<file path="config.mk">
export PLATFORM = sky130hd
export DESIGN_NAME = button_toggle_conditioner_flat
export DESIGN_NICKNAME = d
export VERILOG_FILES = /design/src/rtl/button_toggle_conditioner_pkg.sv /design/src/rtl/button_toggle_conditioner_if.sv /design/src/rtl/button_toggle_conditioner_sync_2ff.sv /design/src/rtl/button_toggle_conditioner.sv /design/src/flat_wrapper.sv
export SDC_FILE = /design/constraint.sdc
export NUM_CORES = 1
export LEC_CHECK = 0
export BUFFER_PORTS_ARGS = -buffer_cell sky130_fd_sc_hd__buf_4
export CORE_MARGIN = 1
export CORE_UTILIZATION = 35
export CTS_BUF_LIST = sky130_fd_sc_hd__clkbuf_4
export DETAILED_ROUTE_END_ITERATION = 16
export SETUP_SLACK_MARGIN = 0.1
export SYNTH_ARGS = -nofsm -noshare
export SYNTH_HDL_FRONTEND = slang
export SYNTH_SLANG_ARGS = --single-unit
</file>
<file path="constraint.sdc">
create_clock -name CLOCK_50 -period 6.49 [get_ports CLOCK_50]
set_clock_uncertainty 0.1 [all_clocks]
set_input_delay 0 -clock CLOCK_50 [delete_from_list [all_inputs] [get_ports CLOCK_50]]
set_output_delay 0 -clock CLOCK_50 [all_outputs]
set_load 0.01 [all_outputs]
</file>
<file path="src/rtl/button_toggle_conditioner_pkg.sv">
// Shared definitions for the push-button conditioner.
// Contents:
//   - btn_fsm_e : debounce FSM state encoding (2 bits).
//   - Default timing constants for a 50 MHz clock.
//   - cnt_fits(): elaboration-time check that a counter width can hold a terminal count.
package button_toggle_conditioner_pkg;

  typedef enum logic [1:0] {
    ST_RELEASED     = 2'd0,
    ST_WAIT_PRESS   = 2'd1,
    ST_PRESSED      = 2'd2,
    ST_WAIT_RELEASE = 2'd3
  } btn_fsm_e;

  // 10 ms debounce and 1 s hold at 50 MHz.
  localparam int unsigned DEF_DEBOUNCE_CYCLES = 500000;
  localparam int unsigned DEF_HOLD_CYCLES     = 50000000;
  localparam int unsigned DEF_CNT_W           = 26;

  // True when a CNT_W-bit counter can represent the value last_val.
  function automatic bit cnt_fits(input int unsigned w, input int unsigned last_val);
    longint unsigned lim;
    lim = longint'(1) << w;
    return (longint'(last_val) < lim);
  endfunction

endpackage

</file>
<file path="src/rtl/button_toggle_conditioner_if.sv">
// Button-side bundle for the conditioner.
// Signals:
//   toggleBtn      raw active-low button (0 = pressed), asynchronous
//   btn_state      debounced level, 1 = pressed
//   press_pulse    one-cycle strobe on accepted press
//   release_pulse  one-cycle strobe on accepted release
//   hold_pulse     one-cycle strobe, once per press, after the hold time
//   run_en         run/stop flag, toggles on every accepted press
// Modports:
//   master : board/consumer side, drives the button and reads the results
//   slave  : conditioner side
interface button_toggle_conditioner_if;
  logic toggleBtn;
  logic btn_state;
  logic press_pulse;
  logic release_pulse;
  logic hold_pulse;
  logic run_en;

  modport master (
    output toggleBtn,
    input  btn_state, press_pulse, release_pulse, hold_pulse, run_en
  );

  modport slave (
    input  toggleBtn,
    output btn_state, press_pulse, release_pulse, hold_pulse, run_en
  );
endinterface

</file>
<file path="src/rtl/button_toggle_conditioner_sync_2ff.sv">
// Two-flop synchroniser for a single asynchronous input bit.
// The reset value is a parameter so idle-high inputs (active-low buttons)
// come out of reset in their inactive state.
// Ports:
//   clk_i   system clock
//   rst_ni  asynchronous active-low reset
//   d_i     asynchronous input
//   q_o     synchronised output (second stage)
module sync_2ff #(
  parameter logic RST_VAL = 1'b1
) (
  input  logic clk_i,
  input  logic rst_ni,
  input  logic d_i,
  output logic q_o
);

  logic meta_q;
  logic sync_q;

  always_ff @(posedge clk_i or negedge rst_ni) begin
    if (!rst_ni) begin
      meta_q <= RST_VAL;
      sync_q <= RST_VAL;
    end else begin
      meta_q <= d_i;
      sync_q <= meta_q;
    end
  end

  assign q_o = sync_q;

endmodule

</file>
<file path="src/rtl/button_toggle_conditioner.sv">
// Conditioner for the raw active-low toggle button.
// Synchronises the button, debounces it with a counter-based FSM, emits
// one-cycle press/release/hold strobes and keeps the run/stop flag.
// Ports:
//   CLOCK_50  system clock, rising edge
//   reset_n   asynchronous active-low reset
//   btn       slave side of button_toggle_conditioner_if
//             (toggleBtn in; btn_state, press_pulse, release_pulse,
//              hold_pulse, run_en out -- all registered)
module button_toggle_conditioner
  import button_toggle_conditioner_pkg::*;
#(
  parameter int unsigned DEBOUNCE_CYCLES = DEF_DEBOUNCE_CYCLES,
  parameter int unsigned HOLD_CYCLES     = DEF_HOLD_CYCLES,
  parameter int unsigned CNT_W           = DEF_CNT_W
) (
  input  logic                        CLOCK_50,
  input  logic                        reset_n,
  button_toggle_conditioner_if.slave  btn
);

  localparam logic [CNT_W-1:0] DEB_LAST  = CNT_W'(DEBOUNCE_CYCLES - 1);
  localparam logic [CNT_W-1:0] HOLD_LAST = CNT_W'(HOLD_CYCLES - 1);
  localparam logic [CNT_W-1:0] CNT_ONE   = CNT_W'(1);

  // Elaboration guard: a too-narrow counter would silently wrap.
  if (!cnt_fits(CNT_W, DEBOUNCE_CYCLES - 1) || !cnt_fits(CNT_W, HOLD_CYCLES - 1)) begin : g_bad_cnt_w
    $error("CNT_W too small for DEBOUNCE_CYCLES/HOLD_CYCLES");
  end

  logic btn_s;   // synced raw level, 0 = pressed

  sync_2ff #(.RST_VAL(1'b1)) u_sync (
    .clk_i  (CLOCK_50),
    .rst_ni (reset_n),
    .d_i    (btn.toggleBtn),
    .q_o    (btn_s)
  );

  btn_fsm_e         state_q;
  logic [CNT_W-1:0] cnt_q;
  logic             level_q;
  logic             press_q;
  logic             release_q;
  logic             hold_q;
  logic             hold_done_q;  // hold already fired for this press
  logic             run_q;

  // One counter serves three purposes: press qualification, release
  // qualification, and the hold timer while PRESSED.  Because a short
  // release glitch clears and reuses it, hold_done_q is what guarantees a
  // single hold strobe per accepted press.
  always_ff @(posedge CLOCK_50 or negedge reset_n) begin
    if (!reset_n) begin
      state_q     <= ST_RELEASED;
      cnt_q       <= '0;
      level_q     <= 1'b0;
      press_q     <= 1'b0;
      release_q   <= 1'b0;
      hold_q      <= 1'b0;
      hold_done_q <= 1'b0;
      run_q       <= 1'b0;
    end else begin
      press_q   <= 1'b0;
      release_q <= 1'b0;
      hold_q    <= 1'b0;
      case (state_q)
        ST_RELEASED: begin
          if (!btn_s) begin
            state_q <= ST_WAIT_PRESS;
            cnt_q   <= '0;
          end
        end
        ST_WAIT_PRESS: begin
          if (btn_s) begin
            state_q <= ST_RELEASED;   // bounce: restart qualification
            cnt_q   <= '0;
          end else if (cnt_q == DEB_LAST) begin
            state_q     <= ST_PRESSED;
            cnt_q       <= '0;
            press_q     <= 1'b1;
            level_q     <= 1'b1;
            run_q       <= ~run_q;
            hold_done_q <= 1'b0;
          end else begin
            cnt_q <= cnt_q + CNT_ONE;
          end
        end
        ST_PRESSED: begin
          if (btn_s) begin
            state_q <= ST_WAIT_RELEASE;
            cnt_q   <= '0;
          end else begin
            if (cnt_q < HOLD_LAST) cnt_q <= cnt_q + CNT_ONE;
            // >= rather than == : after a glitch the reused count may
            // already exceed the hold terminal value.
            if (cnt_q >= HOLD_LAST && !hold_done_q) begin
              hold_q      <= 1'b1;
              hold_done_q <= 1'b1;
            end
          end
        end
        ST_WAIT_RELEASE: begin
          if (!btn_s) begin
            state_q <= ST_PRESSED;    // glitch: counter deliberately kept
          end else if (cnt_q == DEB_LAST) begin
            state_q   <= ST_RELEASED;
            cnt_q     <= '0;
            release_q <= 1'b1;
            level_q   <= 1'b0;
          end else begin
            cnt_q <= cnt_q + CNT_ONE;
          end
        end
        default: begin
          state_q <= ST_RELEASED;
          cnt_q   <= '0;
        end
      endcase
    end
  end

  assign btn.btn_state     = level_q;
  assign btn.press_pulse   = press_q;
  assign btn.release_pulse = release_q;
  assign btn.hold_pulse    = hold_q;
  assign btn.run_en        = run_q;

endmodule

</file>
<file path="src/flat_wrapper.sv">
// flat-port wrapper written by rule: the top's interface ports become plain ports
module button_toggle_conditioner_flat import button_toggle_conditioner_pkg::*;
#(
  parameter int unsigned DEBOUNCE_CYCLES = DEF_DEBOUNCE_CYCLES,
  parameter int unsigned HOLD_CYCLES     = DEF_HOLD_CYCLES,
  parameter int unsigned CNT_W           = DEF_CNT_W
)
  (CLOCK_50, reset_n, btn_toggleBtn, btn_btn_state, btn_press_pulse, btn_release_pulse, btn_hold_pulse, btn_run_en);
  button_toggle_conditioner_if btn_i ();
  input  logic CLOCK_50;
  input  logic reset_n;
  input wire logic [$bits(btn_i.toggleBtn)-1:0] btn_toggleBtn;
  output wire logic [$bits(btn_i.btn_state)-1:0] btn_btn_state;
  output wire logic [$bits(btn_i.press_pulse)-1:0] btn_press_pulse;
  output wire logic [$bits(btn_i.release_pulse)-1:0] btn_release_pulse;
  output wire logic [$bits(btn_i.hold_pulse)-1:0] btn_hold_pulse;
  output wire logic [$bits(btn_i.run_en)-1:0] btn_run_en;
  assign btn_i.toggleBtn = btn_toggleBtn;
  assign btn_btn_state = btn_i.btn_state;
  assign btn_press_pulse = btn_i.press_pulse;
  assign btn_release_pulse = btn_i.release_pulse;
  assign btn_hold_pulse = btn_i.hold_pulse;
  assign btn_run_en = btn_i.run_en;
  button_toggle_conditioner #(.DEBOUNCE_CYCLES(DEBOUNCE_CYCLES), .HOLD_CYCLES(HOLD_CYCLES), .CNT_W(CNT_W)) u_core (.CLOCK_50(CLOCK_50), .reset_n(reset_n), .btn(btn_i));
endmodule
</file>
==> flow_metrics.tcl <==
set metrics [dict create \
    status "completed" \
    irDropWorstVdd_mv 0.0713 \
    ys_warn_count 0 \
    synth_nets 232 \
    fin_util 0.397 \
    grt_max_degree 37 \
    grt_pass1_wl_microns 7870 \
    drive_gt1_frac 0.113 \
    p_per_area_nw_per_um2 166 \
    fin_crit_sh 0.539 \
    die_area_sq_um 6310 \
    worstSetupPathType "reg2reg" \
    maxCapViolCount 0 \
    grtUsageTotal 0.160 \
    worstMarginPinSlew_ns 0.785 \
    cts_setup_buffers 0 \
    p_total_w 0.000372 \
    worstPathCellList "ha_1, nand4_1, o211ai_1, nand4_1, a31oi_2, buf_4, or4_1, o311ai_0" \
    reg2reg_slack_ns 2.99 \
    p_leak_nw 0.842 \
    worst-path-buf-inv 1 \
    synthToLayoutAreaGrowth_pct 6.68 \
    io_pins 8 \
    critPathMaxFanout 24 \
    start_util 0.372 \
    synth_cell_types 46 \
    cts.path.max_buffers 2 \
    drt-total-wl_microns 4510 \
    cpLargestDelayFamily "compound AO/OA/AOI/OAI gates" \
    start_kind "flop" \
    numPortBuffers 7 \
    period_needed_ns 3.50 \
    synthFlopType "dfrtp_1" \
    async_flop_share 1.00 \
    cts_buffers 5 \
    hold_buffers 2 \
    drc_errors 0 \
    hold_viol_final 0 \
    grt-ovfl-total 0 \
    nets 234 \
    cts.clk_slew.worst_paths_ns 0.12 \
    die_y_microns 79.4 \
    crit_required_ns 6.59 \
    hpwlAfterDp_microns 3130 \
    synth_edf_count 0 \
    register_area_sq_um 903 \
    tns_ns 0 \
    drtIter0Drc 125 \
    final_cell_mix "dfrtp_1, nand2_1, a21oi_1" \
    synth-seq-area-share 0.431 \
    antenna_found_initial 0 \
    post_cts_resized 0 \
    cts_tree "yes" \
    layout_commonest_cell "dfrtp_1" \
    firstDrtPassIters 4 \
    arrival_ns 3.60 \
    via_per_inst 5.70 \
    gp_congestion 0.760 \
    clock-sinks 36 \
    slew-limit-headroom 0.475 \
    syn_avg_cell_area_sq_um 9.20 \
    clk-insertion-delay-late_ns 0.35 \
    cts-root-buf "clkbuf_4" \
    rows 27 \
    fillers 558 \
    hp-class "in2async" \
    setup_viol 0 \
    slew_viol_final 0 \
    wire_per_inst_microns 14.9 \
    fmax_mhz 286 \
    multi_input_area_sq_um 1080 \
    die_w_microns 79.4 \
    core_sq_um 5640 \
    cp-end-kind "flop" \
    num_vias 1726 \
    ctsHtreeMaxLevel 2 \
    postRouteAntennaNets 0 \
    syn_inst 228 \
    diodes 0 \
    grt_pass1_vias 1593 \
    slowest_stage "nand4_1" \
    cp_common_cell "nand4_1" \
    rsz0062_at_grt "false" \
    critPathMaxStageDelay_ns 0.65 \
    synth-seq-cells 36 \
    synth.cell_area_sq_um 2100 \
]
==> power breakdown <==
part           total (W)  switching [W]  internal [W]
clock           0.000121      0.0000803     0.0000408
combinational  0.0000217      0.0000163    0.00000541
sequential      0.000229     0.00000224      0.000226
==> flip-flops by register name, summed over array words and instances, names as in the netlist, named ones only <==
name and count:
u_core.hold_done_q 1, u_core.u_sync.meta_q 1, u_core.btn.run_en 1, u_core.btn.press_pulse 1, u_core.btn.hold_pulse 1, u_core.cnt_q 26
u_core.u_sync.q_o 1, u_core.btn.release_pulse 1, u_core.state_q 1, u_core.btn.btn_state 1
==> worst register-to-register path: stages, from the launching register on <==
cell and delay, ns:
dfrtp_1 0.42, ha_1 0.25, nand4_1 0.65, o211ai_1 0.44, nand4_1 0.20, a31oi_2 0.64
buf_4 0.37, or4_1 0.15, o311ai_0 0.13
==> Yosys cell counts, types with 2 or more instances <==
library cell | instances | area (sq um)
nand3_2 | 2 | 20.0
nand2_1 | 23 | 86.3
a21oi_1 | 18 | 90.1
or4_1 | 13 | 97.6
and2_1 | 3 | 18.8
and3_1 | 5 | 31.3
nor4_1 | 7 | 43.8
o31ai_1 | 13 | 97.6
dfstp_2 | 2 | 52.6
nor2_1 | 9 | 33.8
dfrtp_1 | 34 | 851
buf_6 | 3 | 33.8
nand2b_1 | 7 | 43.8
inv_1 | 8 | 30.0
o21ai_1 | 6 | 30.0
a31oi_1 | 2 | 12.5
buf_2 | 3 | 15.0
o21ai_0 | 6 | 30.0
o41ai_1 | 2 | 17.5
nor3b_1 | 2 | 15.0
nand3_1 | 9 | 45.0
clkbuf_1 | 8 | 30.0
nor4b_1 | 3 | 26.3
o311ai_0 | 4 | 35.0
mux2i_1 | 4 | 40.0
nand4_1 | 8 | 50.1
nor3_1 | 3 | 15.0
or3_1 | 3 | 18.8
==> metal layers <==
layer,up-vias,global-route usage,part of all wire
met2,22,0.235,0.45
met5,-,0,0
li1,870,-,-
met3,4,0.0343,0.027
met4,0,0.0582,0.012
met1,830,0.230,0.51
==> area by class of cell <==
cell class | count | share of cell area
clock buffers | 5 | 0.0168
clock inverters | 3 | 0.00838
well taps | 72 | 0.0402
flip-flops and latches | 36 | 0.404
multi-input cells | 169 | 0.482
inverters | 8 | 0.0134
repair buffers | 10 | 0.0358
==> logic make-up (layout without fill, tap and decap cells) <==
kind of cell,after synthesis,count (layout),share of synthesized area
buffers and inverters,23,26,0.0555
xor gates and xnor gates,1,1,0.00417
adders and majority gates,2,2,0.0107
AOI/OAI and AO/OA,57,57,0.177
DFF,36,36,0.431
and+or+nand+nor,105,105,0.303
muxes,4,4,0.0191
==> final timing paths <==
check / from / endpoint / cells past startpoint
setup reg to reg: u_core.cnt_q[0]$_DFFE_PN0P_ / u_core.cnt_q[8]$_DFFE_PN0P_ / 8
hold reg to reg: u_core.u_sync.meta_q$_DFF_PN1_ / u_core.u_sync.q_o$_DFF_PN1_ / 0
min in group CLOCK_50: btn_toggleBtn / u_core.u_sync.meta_q$_DFF_PN1_ / 2
max in group asynchronous: reset_n / u_core.u_sync.q_o$_DFF_PN1_ / 2
setup / recovery: u_core.cnt_q[0]$_DFFE_PN0P_ / u_core.cnt_q[8]$_DFFE_PN0P_ / 8
hold / removal: reset_n / u_core.cnt_q[8]$_DFFE_PN0P_ / 2
==> metrics by stage <==
stage | std cells | cell area [sq um] | hold WS (ns) | setup slack, ns
floorplan | 228 | 2100 | -0.396 | 4.43
global placement | 293 | 2160 | -0.111 | 3.19
finish | 303 | 2240 | 0.0406 | 2.99
global route | 303 | 2240 | 0.0895 | 2.68
detailed placement | 293 | 2160 | -0.108 | 3.03
CTS | 303 | 2240 | 0.0426 | 3.00
Power figures use the tool's default switching activity.
